<file path="config.mk">
export PLATFORM = sky130hd
export DESIGN_NAME = fetch_unit_du
export DESIGN_NICKNAME = d
export VERILOG_FILES = /design/src/rtl/fetch_unit_du.sv
export SDC_FILE = /design/constraint.sdc
export NUM_CORES = 2
export LEC_CHECK = 0
export ABC_AREA = 1
export ABC_CLOCK_PERIOD_IN_PS = 6400
export BUFFER_PORTS_ARGS = -buffer_cell sky130_fd_sc_hd__buf_2
export CAP_MARGIN = 20
export CORE_ASPECT_RATIO = 1.25
export CORE_UTILIZATION = 65
export DETAILED_ROUTE_END_ITERATION = 7
export PLACE_DENSITY_LB_ADDON = 0.12
export SKIP_LAST_GASP = 1
export SLEW_MARGIN = 20
export SYNTH_ARGS = -nofsm -noshare
export SYNTH_HDL_FRONTEND = slang
export SYNTH_SLANG_ARGS = --single-unit
</file>
<file path="constraint.sdc">
create_clock -name i_clk -period 6.4 [get_ports i_clk]
set_input_delay 0.32 -clock i_clk [delete_from_list [all_inputs] [get_ports i_clk]]
set_output_delay 0.32 -clock i_clk [all_outputs]
set_load 0.01 [all_outputs]
</file>
<file path="src/rtl/fetch_unit_du.sv">
// MIPS IF stage with debug-unit program load, run/step/halt control,
// HALT-word detection and out-of-range fetch fault.
module fetch_unit_du #(
  parameter int unsigned          NB_BITS   = 32,
  parameter int unsigned          MEM_DEPTH = 64,
  parameter logic [NB_BITS-1:0]   RESET_PC  = '0,
  parameter logic [NB_BITS-1:0]   HALT_WORD = 32'hFFFF_FFFF
) (
  input  logic               i_clk,
  input  logic               i_rst,
  input  logic [NB_BITS-1:0] i_brq_addr,
  input  logic [NB_BITS-1:0] i_jmp_addr,
  input  logic               i_ctr_beq,
  input  logic               i_ctr_jmp,
  input  logic               i_ctr_flush,
  input  logic               i_pc_we,
  input  logic               i_if_id_we,
  input  logic [1:0]         i_du_cmd,
  input  logic               i_du_step,
  input  logic               i_du_wr_en,
  input  logic [NB_BITS-1:0] i_du_addr,
  input  logic [NB_BITS-1:0] i_du_data,
  output logic [NB_BITS-1:0] o_if_id_pc,
  output logic [NB_BITS-1:0] o_if_id_instr,
  output logic [NB_BITS-1:0] o_pc,
  output logic [1:0]         o_state,
  output logic               o_halted,
  output logic               o_fault
);

  localparam int unsigned AW = $clog2(MEM_DEPTH);

  typedef enum logic [1:0] {
    S_LOAD   = 2'b00,
    S_RUN    = 2'b01,
    S_STEP   = 2'b10,
    S_HALTED = 2'b11
  } state_t;

  typedef enum logic [1:0] {
    CMD_NONE = 2'b00,
    CMD_RUN  = 2'b01,
    CMD_STEP = 2'b10,
    CMD_LOAD = 2'b11
  } cmd_t;

  logic [NB_BITS-1:0] r_mem [MEM_DEPTH];
  state_t             r_state;
  logic [NB_BITS-1:0] r_pc;
  logic [NB_BITS-1:0] r_if_id_pc;
  logic [NB_BITS-1:0] r_if_id_instr;
  logic               r_fault;

  logic [AW-1:0]      w_pc_idx;
  logic [AW-1:0]      w_du_idx;
  logic               w_pc_in_range;
  logic               w_du_in_range;
  logic [NB_BITS-1:0] w_fetch_word;
  logic [NB_BITS-1:0] w_pc_plus4;
  logic [NB_BITS-1:0] w_pc_next;
  logic               w_adv;
  logic               w_stop;
  cmd_t               w_cmd;

  always_comb begin
    w_cmd         = cmd_t'(i_du_cmd);
    w_pc_idx      = r_pc[AW+1:2];
    w_du_idx      = i_du_addr[AW+1:2];
    w_pc_in_range = (r_pc >> (AW + 2)) == '0;
    w_du_in_range = (i_du_addr >> (AW + 2)) == '0;
    // Out-of-range fetches yield a zero word so a stalled PC past the end stays defined
    w_fetch_word  = w_pc_in_range ? r_mem[w_pc_idx] : '0;
    w_pc_plus4    = r_pc + NB_BITS'(4);
    w_pc_next     = i_ctr_jmp ? i_jmp_addr : (i_ctr_beq ? i_brq_addr : w_pc_plus4);
    w_adv         = (r_state == S_RUN) || ((r_state == S_STEP) && i_du_step);
    w_stop        = w_adv && i_pc_we && (!w_pc_in_range || (w_fetch_word == HALT_WORD));
  end

  always_ff @(posedge i_clk) begin
    if (!i_rst && (r_state == S_LOAD) && i_du_wr_en && w_du_in_range)
      r_mem[w_du_idx] <= i_du_data;
  end

  always_ff @(posedge i_clk) begin
    if (i_rst) begin
      r_state       <= S_LOAD;
      r_pc          <= RESET_PC;
      r_if_id_pc    <= '0;
      r_if_id_instr <= '0;
      r_fault       <= 1'b0;
    end else if (w_cmd == CMD_LOAD) begin
      r_state       <= S_LOAD;
      r_pc          <= RESET_PC;
      r_if_id_pc    <= '0;
      r_if_id_instr <= '0;
    end else begin
      case (r_state)
        S_LOAD: begin
          if (w_cmd == CMD_RUN) begin
            r_state <= S_RUN;
            r_pc    <= RESET_PC;
          end else if (w_cmd == CMD_STEP) begin
            r_state <= S_STEP;
            r_pc    <= RESET_PC;
          end
        end
        S_RUN:   if (w_cmd == CMD_STEP) r_state <= S_STEP;
        S_STEP:  if (w_cmd == CMD_RUN)  r_state <= S_RUN;
        default: ;
      endcase
      // A halt or fault wins over any mode change requested in the same cycle
      if (w_stop) begin
        r_state       <= S_HALTED;
        r_if_id_instr <= '0;
        r_if_id_pc    <= w_pc_plus4;
        if (!w_pc_in_range) r_fault <= 1'b1;
      end else if (w_adv) begin
        if (i_pc_we) r_pc <= w_pc_next;
        if (i_if_id_we) begin
          r_if_id_instr <= i_ctr_flush ? '0 : w_fetch_word;
          r_if_id_pc    <= w_pc_plus4;
        end
      end
    end
  end

  assign o_if_id_pc    = r_if_id_pc;
  assign o_if_id_instr = r_if_id_instr;
  assign o_pc          = r_pc;
  assign o_state       = r_state;
  assign o_halted      = (r_state == S_HALTED);
  assign o_fault       = r_fault;

endmodule

</file>
---- Word level (Yosys, flattened, before mapping) ----
Memories as Yosys holds them, arrays and structs flattened. A register that Yosys moved wholly into a read port is not among the register bits.
Cells that the tools add are included.
storage, ports and cells
  ROM bits ................................ 0
  bits in latches ......................... 0
  bits in writable memories ............... 2048
  memories ................................ 1
  register bits ........................... 99
  input port bits ......................... 139
memory list
  memory  depth  width  read ports  clocked after memory_dff  write ports  line  RTL
  r_mem   64     32     1           1                         1            47    logic [NB_BITS-1:0] r_mem [MEM_DEPTH];
operators by class
  magnitude comparators ................... 0
  $add $sub $neg .......................... 1
  multipliers ............................. 0
  mux-type cells .......................... 21
  reductions and logical operators ........ 22
  divide/modulo/power cells ............... 0
  shift operators ......................... 0
  bitwise gates (word level) .............. 2
  equal/unequal tests ..................... 8
operators by type and width
  cell                     count
  $mux W32                 13
  $logic_not A32 Y1        2
  $add A32 B3 Y32 const B  1
  $eq A32 B32 Y1 const B   1
  $eq A2 B2 Y1 const B     4
  $mux W2                  4
  $logic_and A1 B1 Y1      6
  $mux W6                  1
  $pmux W2 S3              1
  $reduce_and A2 Y1        3
  $eq A2 B1 Y1 const B     2
  $reduce_bool A2 Y1       2
  $reduce_bool A4 Y1       1
  $ne A3 B2 Y1 const B     1
  $reduce_and A3 Y1        1
  $reduce_or A3 Y1         1
  $logic_not A1 Y1         2
  $logic_not A2 Y1         1
  $logic_or A1 B1 Y1       2
  $mux W1                  2
  $not A1 Y1               2
  $reduce_or A2 Y1         1

---- Logic depth before layout (Yosys ltp) ----
  depth after elaboration ................. 8
  depth in mapped cells ................... 28
  mapped depth without buffers ............ 24

---- Worst setup path after synthesis ----
No wires, ideal clock.
  path kind ............................... register -> register
  start point ............................. reg r_state[0] (netlist: o_state[0])
  end point ............................... mem r_mem[0][0], enable pin
  data required time ...................... 5979 ps
  library setup time ...................... 421 ps
  setup slack ............................. 2869 ps
  arrival time ............................ 3109 ps
  cell stages (with the launch flop) ...... 10
  path buffers ............................ 0
  path through ............................ dfxtp_1 -> inv_1 -> ha_1 -> nand2_1 -> nor3_1 -> nand4_1 -> nor4b_1 -> nor2b_1 -> nand3_1 -> nor2_1
on the way
  longest elaborated chain between the ends .. 6
RTL lines
  what                               line  RTL
  from (decl)                        48    state_t r_state;
  from (signal assigned)             86    r_state <= S_LOAD;
  from (signal assigned)             92    r_state <= S_LOAD;
  from (signal assigned)             100   r_state <= S_RUN;
  $logic_not A2 Y1                   80    if (!i_rst && (r_state == S_LOAD) && i_du_wr_en && w_du_in_range)
  $logic_and A1 B1 Y1 (3 in series)  80
  $mux W1                            80
  $mux W1 (implied by the code)      81    r_mem[w_du_idx] <= i_du_data;
  to (decl)                          47
Every way passes these cells.

---- Final worst setup path ----
  start point ............................. reg r_pc[4] (netlist: o_pc[4])
  end point ............................... reg r_if_id_pc[10] (netlist: o_if_id_pc[10])
on the way
  longest elaborated chain between the ends .. 4
RTL lines
  what                    line  RTL
  from (decl)             49    logic [NB_BITS-1:0] r_pc;
  from (signal assigned)  118   if (i_pc_we) r_pc <= w_pc_next;
  $add A32 B3 Y32 *       73    w_pc_plus4 = r_pc + NB_BITS'(4);
  $mux W32                119   if (i_if_id_we) begin
  $mux W32                117   end else if (w_adv) begin
  $mux W32 *              112   if (w_stop) begin
  to (signal assigned)    115   r_if_id_pc <= w_pc_plus4;
  to (signal assigned)    121   r_if_id_pc <= w_pc_plus4;
  to (decl)               50    logic [NB_BITS-1:0] r_if_id_pc;
Mark *: on every way between the ends. The rest lies on a longest branch, timed or not. The select of a mux whose other input is x is not followed.
A chain may end at the register's enable or synchronous reset.

==> run metrics <==
status=finished clean; hold bufs inserted after CTS=53; CP Cell Sequence=nand2_1, buf_4, inv_4, buf_4, buf_4, nand3_1, nand3_1, nor2_1, nor2_1, nor2_1, nor2_1, nand2_1, nor2_1, nand3_1, nand2_1, nand2_2, nand2_2, nand2_1, a21oi_1; post-synth cell types=46; Cells after Synth=8159; Design Power=29.1 mW; relative slew slack=0.218; Layout Utilization=0.729; critical path required time=7.15 ns; pre-CTS setup slack=0.942 ns; Clock Tree Root=clkbuf_16; slowest stage delay, CP=0.78 ns; power per standard cell area=294 nW/um^2; RSZ-0062 raised after global routing=no; slowest CP cell=dfxtp_4; drt total wl=252 mm; LEAKAGE=36.9 nW; Tcrit/Tclk final=0.846; Yosys top cell area share=0.688; min Tclk post-route=5.41 ns; Initial Util=0.658; Slew Limit Fails=0; synth top area cells=edfxtp_1 (69%), nand2_1 (8.4%), nor2_1 (5.5%); grt total ovfl=0; VDD IR max=0.000317 V; main combinational cell family by area after synthesis=simple AND/OR/NAND/NOR gates; CTS Buf Count=194; # port buffers=236; post-route ant nets=0; die area=139000 sq um; Clk pin slew, worst setup/hold paths=0.06 ns; post-cts sizing count=0; # setup viols final=0; critical path class=reg2reg; Synthesis Warnings=0; Post-Synth XOR/XNOR Area=0.00274; Synth Area in Simple Gates=0.180; Worst Skew=0.0273 ns; register area=63500 sq um; Fin Setup TNS=0 ns; reg2reg start=o_pc[4]; Clock Sinks=2147; first-pass GRT wire length=366 mm; Worst Path Arrival=6.16 ns; First-pass DRT Iterations=6; Max Fclk=185 MHz; Die H=417 um; P&R area growth vs syn=10.9%; Yosys reg bits=2147; vias per cell=6.10; antenna violations before repair=14; DRC Markers=0; post-synthesis sequential area ratio=0.710; Initial DRC Count=8419; nets=8498; H-tree depth=4; Worst-Margin Slew=1.17 ns; post-synthesis compound-gate area fraction=0.0607; vias=62698; routability cong.=0.939; mapped cell area=89400 sq um; DR WL/cell=24.5 um; max_cap viols=0; largest area contributor in the netlist=edfxtp_1; Worst Path Max Fanout=34; multi-input logic area=22300 sq um; Worst setup EP type=register; post-synthesis mux area share=0.000126; worst skew pair latency=0.85 ns; Hold WC Path Type=in2reg; adder-cell share of the synthesized area=0.000699; Syn Nets=8303; CP Launch Type=register; Fillers=9125; Top cell by count, worst path=nor2_1; vias in the first global route=59832; Final HPWL DP=138 mm; Die Width=334 um; final worst slack=0.986 ns; layout cell share with drive strength beyond 1=0.0925; row cnt=151; core area=136000 sq um; GRT Total Usage=0.360; Syn Area/Cell=11.0 sq um; Hold Fails Final Rpt=0; hold_sp=i_brq_addr[20]; largest net degree at the start of global routing=175; crit path from=o_pc[4]; Setup Fix Bufs, Post-CTS=0; CTS Buffer Depth=3; IO Pins=239; CTS tree=built
[synth_stat cells (all sizes together)]
master and instances:
dfxtp 99, a32oi 26, nor3 16, nand3b 1, nand4 19, or4 2, and2 1, buf 312
nand2 1998, clkbuf 162, o21ai 705, edfxtp 2048, xnor2 1, nor4b 2, o22ai 18, nand3 625
and3 1, a211oi 1, nor2 1321, a21oi 134, nor3b 1, o2111ai 1, ha 5, or2 13
inv 488, clkinv 3, xor2 27, a221oi 1, o211ai 112, a21o 1, nor2b 1, a31oi 2
nor4 11, mux2 1
[routing by layer]
metal  track usage  wire length [um]
met1         0.467             90400
met2         0.573            119000
met3        0.0595             26300
met4         0.222             16100
met5             0                16
[cell families after synthesis]
kind of cell | count (synthesis)
xor+xnor | 28
compound gates | 1001
mux | 1
flops | 2147
fa+ha+maj | 5
buf+inv | 965
simple gates | 4012
[report_power, final]
| group | internal (mW) | switching, mW |
|---|---|---|
| logic | 0.672 | 2.00 |
| registers | 15.4 | 0.0575 |
| clock network | 6.02 | 5.00 |
| total | 22.1 | 7.06 |
[final cells by class]
class,instances,area share
tap,1759,0.0222
timing repair buffer,473,0.0337
inverter,491,0.0189
clock inverter,94,0.00662
multi-input combinational,5047,0.225
antenna,9,0.000227
clock buffer,254,0.0531
sequential,2147,0.640
[critical path, delay by kind of cell (launching register included)]
family                 cells  cell delay [ns]
flip-flops                 1             0.78
AO/OA/AOI/OAI              1             0.17
AND/OR/NAND/NOR           14             2.90
buffers and inverters      4             1.40
[registers in the layout, indices dropped and copies added (netlist names)]
name,count
r_mem,2048
o_if_id_instr,32
o_if_id_pc,32
o_pc,32
o_state,2
o_fault,1
[placed cells by master, fill, tap and decap left out, types with 95 or more instances in the layout]
cell type | netlist | final
a21oi_1 | 134 | 134
buf_2 | 195 | 235
buf_4 | 57 | 165
clkbuf_16 | 0 | 199
dfxtp_1 | 99 | 95
edfxtp_1 | 2048 | 2048
inv_1 | 483 | 482
nand2_1 | 1995 | 1993
nand3_1 | 623 | 623
nor2_1 | 1314 | 1246
o211ai_1 | 112 | 112
o21ai_0 | 689 | 689
[stage by stage]
stage	hold WS, ns	std cells	instance area (sq um)
2_1_floorplan	0.392	8159	89400
3_3_place_gp	0.456	9864	92700
3_5_place_dp	0.471	9864	92700
4_1_cts	0.00408	10265	99200
5_1_grt	0.0643	10273	99200
6_report	0.0567	10274	99200
[path summary, 6_finish.rpt]
path | end | slack (ns) | cells after the start
setup / recovery | o_if_id_pc[10] | 0.99 | 19
hold / removal | o_pc[20] | 0.06 | 5
setup reg to reg | o_if_id_pc[10] | 0.99 | 19
hold reg to reg | o_if_id_pc[15] | 0.48 | 2
(Power assumes the default switching activity.)
